==> src/rtl/mem_access_unit.sv <==
// MEM pipeline stage with MEM/WB latch: runs loads/stores through the memory-controller handshake.
// Optional define MEM_FWD_EN compiles in the combinational forward path to decode.
module mem_access_unit #(
    parameter int unsigned CMD_W = 6,
    parameter logic [CMD_W-1:0] CmdLB  = CMD_W'(11),
    parameter logic [CMD_W-1:0] CmdLH  = CMD_W'(12),
    parameter logic [CMD_W-1:0] CmdLW  = CMD_W'(13),
    parameter logic [CMD_W-1:0] CmdLBU = CMD_W'(14),
    parameter logic [CMD_W-1:0] CmdLHU = CMD_W'(15),
    parameter logic [CMD_W-1:0] CmdSB  = CMD_W'(16),
    parameter logic [CMD_W-1:0] CmdSH  = CMD_W'(17),
    parameter logic [CMD_W-1:0] CmdSW  = CMD_W'(18)
) (
    input  logic             clk_in,
    input  logic             rst_in,
    input  logic             rdy_in,
    input  logic [4:0]       rsd_addr_in,
    input  logic [31:0]      rsd_data_in,
    input  logic             write_rsd_in,
    input  logic [CMD_W-1:0] cmdtype_in,
    input  logic [31:0]      mem_addr_in,
    input  logic [31:0]      store_val_in,
    output logic             mctl_req_o,
    output logic             mctl_we_o,
    output logic [31:0]      mctl_addr_o,
    output logic [2:0]       mctl_len_o,
    output logic [31:0]      mctl_wdata_o,
    input  logic             mctl_done_i,
    input  logic [31:0]      mctl_rdata_i,
    output logic [4:0]       rsd_addr_o,
    output logic [31:0]      rsd_data_o,
    output logic             write_rsd_o,
    output logic             stall_mem_o,
    output logic             mem_forward_id_o,
    output logic [4:0]       mem_forward_addr_o,
    output logic [31:0]      mem_forward_data_o
);

    typedef enum logic [0:0] {StIdle, StBusy} state_e;

    state_e           r_state;
    state_e           w_state_nxt;
    logic             r_req;
    logic             r_we;
    logic [31:0]      r_addr;
    logic [2:0]       r_len;
    logic [31:0]      r_wdata;
    logic [CMD_W-1:0] r_cmd;
    logic [4:0]       r_rd;
    logic [4:0]       r_rsd_addr;
    logic [31:0]      r_rsd_data;
    logic             r_write_rsd;

    logic             w_is_load;
    logic             w_is_store;
    logic             w_is_mem;
    logic [2:0]       w_len;
    logic [31:0]      w_load_ext;
    logic             w_stall;

    // Decode of the incoming command; unknown codes fall through as non-memory.
    always_comb begin
        w_is_load  = 1'b0;
        w_is_store = 1'b0;
        w_len      = 3'd4;
        case (cmdtype_in)
            CmdLB, CmdLBU: begin w_is_load  = 1'b1; w_len = 3'd1; end
            CmdLH, CmdLHU: begin w_is_load  = 1'b1; w_len = 3'd2; end
            CmdLW:         begin w_is_load  = 1'b1; w_len = 3'd4; end
            CmdSB:         begin w_is_store = 1'b1; w_len = 3'd1; end
            CmdSH:         begin w_is_store = 1'b1; w_len = 3'd2; end
            CmdSW:         begin w_is_store = 1'b1; w_len = 3'd4; end
            default:       ;
        endcase
        w_is_mem = w_is_load | w_is_store;
    end

    always_comb begin
        w_load_ext = mctl_rdata_i;
        case (r_cmd)
            CmdLB:   w_load_ext = {{24{mctl_rdata_i[7]}}, mctl_rdata_i[7:0]};
            CmdLBU:  w_load_ext = {24'h0, mctl_rdata_i[7:0]};
            CmdLH:   w_load_ext = {{16{mctl_rdata_i[15]}}, mctl_rdata_i[15:0]};
            CmdLHU:  w_load_ext = {16'h0, mctl_rdata_i[15:0]};
            default: ;
        endcase
    end

    // Stall is state-based only, so it keeps following done even while rdy_in is low.
    always_comb begin
        w_state_nxt = r_state;
        w_stall     = 1'b0;
        if (r_state == StIdle) begin
            w_stall = w_is_mem;
            if (w_is_mem) begin
                w_state_nxt = StBusy;
            end
        end else begin
            w_stall = !mctl_done_i;
            if (mctl_done_i) begin
                w_state_nxt = StIdle;
            end
        end
    end

    always_ff @(posedge clk_in) begin
        if (!rst_in) begin
            r_state     <= StIdle;
            r_req       <= 1'b0;
            r_we        <= 1'b0;
            r_addr      <= '0;
            r_len       <= '0;
            r_wdata     <= '0;
            r_cmd       <= '0;
            r_rd        <= '0;
            r_rsd_addr  <= '0;
            r_rsd_data  <= '0;
            r_write_rsd <= 1'b0;
        end else if (rdy_in) begin
            r_state <= w_state_nxt;
            if (r_state == StIdle) begin
                if (w_is_mem) begin
                    r_req       <= 1'b1;
                    r_we        <= w_is_store;
                    r_addr      <= mem_addr_in;
                    r_len       <= w_len;
                    r_wdata     <= store_val_in;
                    r_cmd       <= cmdtype_in;
                    r_rd        <= rsd_addr_in;
                    r_write_rsd <= 1'b0;
                end else begin
                    r_rsd_addr  <= rsd_addr_in;
                    r_rsd_data  <= rsd_data_in;
                    r_write_rsd <= write_rsd_in;
                end
            end else if (mctl_done_i) begin
                r_req <= 1'b0;
                if (!r_we) begin
                    r_rsd_addr  <= r_rd;
                    r_rsd_data  <= w_load_ext;
                    r_write_rsd <= 1'b1;
                end else begin
                    r_write_rsd <= 1'b0;
                end
            end
        end
    end

`ifdef MEM_FWD_EN
    always_comb begin
        mem_forward_id_o   = 1'b0;
        mem_forward_addr_o = '0;
        mem_forward_data_o = '0;
        if (r_state == StIdle) begin
            if (!w_is_mem && write_rsd_in && (rsd_addr_in != 5'd0)) begin
                mem_forward_id_o   = 1'b1;
                mem_forward_addr_o = rsd_addr_in;
                mem_forward_data_o = rsd_data_in;
            end
        end else if (!r_we && mctl_done_i && (r_rd != 5'd0)) begin
            mem_forward_id_o   = 1'b1;
            mem_forward_addr_o = r_rd;
            mem_forward_data_o = w_load_ext;
        end
    end
`else
    assign mem_forward_id_o   = 1'b0;
    assign mem_forward_addr_o = '0;
    assign mem_forward_data_o = '0;
`endif

    assign mctl_req_o   = r_req;
    assign mctl_we_o    = r_we;
    assign mctl_addr_o  = r_addr;
    assign mctl_len_o   = r_len;
    assign mctl_wdata_o = r_wdata;
    assign rsd_addr_o   = r_rsd_addr;
    assign rsd_data_o   = r_rsd_data;
    assign write_rsd_o  = r_write_rsd;
    assign stall_mem_o  = w_stall;

endmodule

==> config.mk <==
export PLATFORM = sky130hd
export DESIGN_NAME = mem_access_unit
export DESIGN_NICKNAME = d
export VERILOG_FILES = /design/src/rtl/mem_access_unit.sv
export SDC_FILE = /design/constraint.sdc
export NUM_CORES = 1
export LEC_CHECK = 0
export BUFFER_PORTS_ARGS = -buffer_cell sky130_fd_sc_hd__buf_2
export CAP_MARGIN = 10
export CORE_ASPECT_RATIO = 0.7
export CORE_MARGIN = 2
export CORE_UTILIZATION = 45
export CTS_CLUSTER_SIZE = 14
export DETAILED_ROUTE_END_ITERATION = 8
export HOLD_SLACK_MARGIN = 0.15
export PLACE_DENSITY = 0.77
export SETUP_SLACK_MARGIN = 0.15
export SLEW_MARGIN = 40
export SYNTH_ARGS = -nofsm -noshare
export SYNTH_HDL_FRONTEND = slang
export SYNTH_SLANG_ARGS = --single-unit
export TNS_END_PERCENT = 5
==> constraint.sdc <==
create_clock -name clk_in -period 2 [get_ports clk_in]
set_clock_uncertainty 0.05 [all_clocks]
set_input_delay 0.1 -clock clk_in [delete_from_list [all_inputs] [get_ports clk_in]]
set_output_delay 0.1 -clock clk_in [all_outputs]
set_load 0.03 [all_outputs]
==> results list <==
- Of the available clock period, the critical path in the final layout requires 91.0%.
* Chip Width: 134 µm
* Combinational cell fraction of total power: 18.4%
- The first TritonRoute pass finished after 5 iterations.
- Final hold analysis gives a worst-case slack of 0.174 ns.
- GP Congestion: 0.793
- By startpoint and endpoint, the worst setup path is classified as reg2out.
- Signal arrival time at the worst endpoint: 1.67 ns
* Clock share of power: 44.9%
- Leak pwr: 3.70 nW
- The detail route stage leaves a number of antenna-violating nets equal to 0.
- Sequential share of power: 36.7%
* Grt ovf: 0
* Switch Pwr: 1.95 mW
- Layout overhead on the synthesized area: 61.2%
- Walking the worst path, the cells encountered are nor4b_4 > buf_4 > mux2i_4 > buf_8 > nand2_1 > buf_4.
- The finished cells cover 8610 µm².
* Overall Global Routing Usage: 28.3%
* Final Routed Wirelength: 19000 µm
- The clock passes through at most 2 buffers.
- A synthesized cell averages 8.42 µm².
- The largest individual stage delay along the critical path comes from the cell sky130_fd_sc_hd__dfxtp_2.
- First-pass GRT wire length: 29200 µm
* Number of failing hold endpoints at the final stage: 0
- Async set-reset flop share out of synthesis: 0%
* Top Metal Used: met4
- Pin count of the biggest net entering global routing: 92
- After layout, the design draws a total of 6.89 mW.
- Main flop type after synthesis: sky130_fd_sc_hd__dfxtp_1
* Root Buffer Master: sky130_fd_sc_hd__clkbuf_16
- DP HPWL: 10600 µm
* Run status: complete, no violations
- Count of final max-slew check failures: 0
- Clock-pin slew was measured on the worst setup and hold paths at 0.05 ns.
* Category of the worst setup path launch point: flop
- Worst min-delay path category: in2reg
* FF-to-FF Start: r_cmd[5]
* Initial core utilization: 45.9%
* Proportion of synthesized chip area in sequential cells: 44.6%
- Count of distinct cell types in the synthesized netlist: 42
* Slew HR: 59.6%
- Die height: 95.2 µm
- Core footprint: 11600 µm²
* Cell internal power dissipation: 4.95 mW
- Average wire per cell in the routed design: 16.3 µm
- Length of routed wiring on met1: 7760 µm
* Areal power density over the cells: 800 nW/µm²
* Worst setup path start: r_state
- In this run the worst path has a maximum fanout of 23.
- Once routing completed, OpenROAD measured the worst setup slack at 0.179 ns.
- The cell area that synthesis handed to floorplanning was 5340 µm².
* Crit path top cell by count: sky130_fd_sc_hd__buf_4
- Number of cell rows: 33
- Die Outline Area: 12800 µm²
* Switching part of the total: 28.3%
- For this run, the post-layout net count is 1138.
- At the end of the flow the core is filled with cells to 74.0%.
* Total number of yosys warnings: 0
- OpenSTA, run right after detailed placement, puts the worst setup slack at 0.154 ns.
- Post-route minimum period: 1.82 ns
- The synthesized design contains 0 enable-type register cells.
* Number of max-capacitance violations reported: 0
* Achievable frequency: 549 MHz
- TritonCTS built the clock tree.
- Number of buffers added by the clock tree synthesis step: 17
- Met3 wire length: 1390 µm
- RSZ-0062 raised after global routing: yes
* Worst path max stage delay: 0.40 ns
* Data required time at the worst endpoint: 1.85 ns
- Setup TNS: 0 ns
- # setup viols final: 0
* Sum of met2 wire segment lengths after detailed routing: 9190 µm
- In the routed design, unresolved DRC markers number 0.
* Number of instances in the placed design: 993
- For the worst-skew pair, the clock arrives at the later sink with an insertion delay of 0.40 ns.
- The post-route netlist has 31.2% of its cells at a drive strength greater than 1.
- Initial DRC count: 408
- Count of filler cells inserted in the layout: 837
* Slew @ Worst Pin: 0.602 ns
- Synthesis inferred 119 register bits.
- The routed layout has 6327 vias.
- The worst setup path is captured at an output pin.
- The startpoint identified for the worst hold timing path is mctl_rdata_i[14].
- Number of I/O port buffers: 251
- Dividing the detail-routed via count by the number of cells gives 5.43.
- Post-layout instance count excluding filler cells: 1165
- The clock drives 119 sinks.
* Num ports: 290
- The cell count after synthesis came out at 635.
- The number of antenna violations at the first check in global routing came to 0.
- Worst ir drop on vdd: 0.655 mV
* DP Area: 6570 µm²
- The clock tree synthesis step divided the H-tree into 4 levels.
- Number of global-route vias before repair: 5868
[cell usage after synthesis, types with 3 or more instances]
cell type	instances	area share (%)
sky130_fd_sc_hd__dfxtp_1	119	45
sky130_fd_sc_hd__a21oi_1	93	8.7
sky130_fd_sc_hd__o21ai_0	75	7.0
sky130_fd_sc_hd__nand3_1	74	6.9
sky130_fd_sc_hd__clkbuf_1	44	3.1
sky130_fd_sc_hd__buf_4	40	5.6
sky130_fd_sc_hd__o22ai_1	32	3.7
sky130_fd_sc_hd__nand2_1	30	2.1
sky130_fd_sc_hd__a211oi_1	29	4.1
sky130_fd_sc_hd__o2111ai_1	17	2.8
sky130_fd_sc_hd__buf_2	15	1.4
sky130_fd_sc_hd__mux2i_1	15	2.8
sky130_fd_sc_hd__a21boi_0	10	1.4
sky130_fd_sc_hd__buf_1	3	0.21
sky130_fd_sc_hd__buf_6	3	0.63
sky130_fd_sc_hd__nor4b_1	3	0.49
[cells in the final DEF (no fill, tap or decap), types with 2 or more instances in the layout]
master,n
sky130_fd_sc_hd__a21boi_0,10
sky130_fd_sc_hd__buf_12,5
sky130_fd_sc_hd__nor2b_1,2
sky130_fd_sc_hd__conb_1,38
sky130_fd_sc_hd__buf_8,2
sky130_fd_sc_hd__o21ai_0,75
sky130_fd_sc_hd__nand3_1,74
sky130_fd_sc_hd__o22ai_1,32
sky130_fd_sc_hd__mux2i_1,14
sky130_fd_sc_hd__inv_6,5
sky130_fd_sc_hd__clkbuf_16,17
sky130_fd_sc_hd__a21oi_1,92
sky130_fd_sc_hd__xor2_1,2
sky130_fd_sc_hd__dlygate4sd3_1,139
sky130_fd_sc_hd__o21a_1,2
sky130_fd_sc_hd__buf_2,250
sky130_fd_sc_hd__nand2_1,30
sky130_fd_sc_hd__clkbuf_8,3
sky130_fd_sc_hd__a211oi_1,29
sky130_fd_sc_hd__inv_2,2
sky130_fd_sc_hd__a32oi_1,2
sky130_fd_sc_hd__o2111ai_1,17
sky130_fd_sc_hd__buf_4,13
sky130_fd_sc_hd__and3_1,2
sky130_fd_sc_hd__dfxtp_1,118
sky130_fd_sc_hd__bufinv_16,2
sky130_fd_sc_hd__clkinvlp_4,3
[repair_timing]
item,CTS,global route
buffers inserted,0,0
endpoints found under the setup margin,1,37
hold buffers,139,0
gates resized for setup,4,7
hold endpoints to repair,117,0
[power by group through the flow]
stage / Combinational, mW / Sequential, mW / Clock, mW
detailed placement: 1.02 / 2.58 / 0
CTS: 1.23 / 2.53 / 3.12
global placement: 1.01 / 2.57 / 0
floorplan: 0.524 / 2.77 / 0
global route: 1.35 / 2.54 / 3.24
finish: 1.27 / 2.53 / 3.09
[critical path: cells and delay by family (launching register included)]
kind                   cells  cell delay, ns
flip-flops                 1            0.40
AND/OR/NAND/NOR            2            0.14
buffers and inverters      3            0.53
multiplexers               1            0.21
[layout make-up]
| class | instances | area [µm²] | share of cell area (%) |
|---|---|---|---|
| timing repair buffer | 410 | 2880 | 33.5 |
| sequential | 119 | 2380 | 27.7 |
| inverter | 3 | 11.3 | 0.131 |
| clock inverter | 12 | 140 | 1.63 |
| clock buffer | 20 | 467 | 5.42 |
| antenna | 1 | 2.50 | 0.0291 |
| multi-input combinational | 443 | 2530 | 29.4 |
| tap | 157 | 196 | 2.28 |
[sequential cells by signal (all words and copies together), names as in the netlist]
name,cells
mctl_wdata_o,32
mctl_addr_o,32
mctl_req_o,1
rsd_addr_o,5
r_state,1
rsd_data_o,32
write_rsd_o,1
r_cmd,6
r_rd,5
mctl_we_o,1
mctl_len_o,3
[cell families after synthesis]
group | count (synthesis) | share of synthesized area, %
multiplexers | 16 | 3.02
other | 1 | 0.0702
AND/OR/NAND/NOR | 123 | 11.7
buffers and inverters | 110 | 11.4
flip-flops | 119 | 44.6
XOR/XNOR | 3 | 0.492
AO/OA/AOI/OAI | 263 | 28.8
[path summary, 6_finish.rpt]
check | slack, ns | end | cells past startpoint
setup / recovery | 0.18 | stall_mem_o | 6
hold / removal | 0.17 | rsd_data_o[14] | 4
hold reg to reg | 0.41 | write_rsd_o | 2
setup reg to reg | 0.20 | rsd_data_o[20] | 4
[layer usage]
layer | GRT usage, % | vias up
met5 | 0 | -
met4 | 14.1 | 0
met3 | 7.66 | 61
met2 | 46.6 | 327
met1 | 34.5 | 2963
li1 | - | 2976
Power figures use the tool's default switching activity.
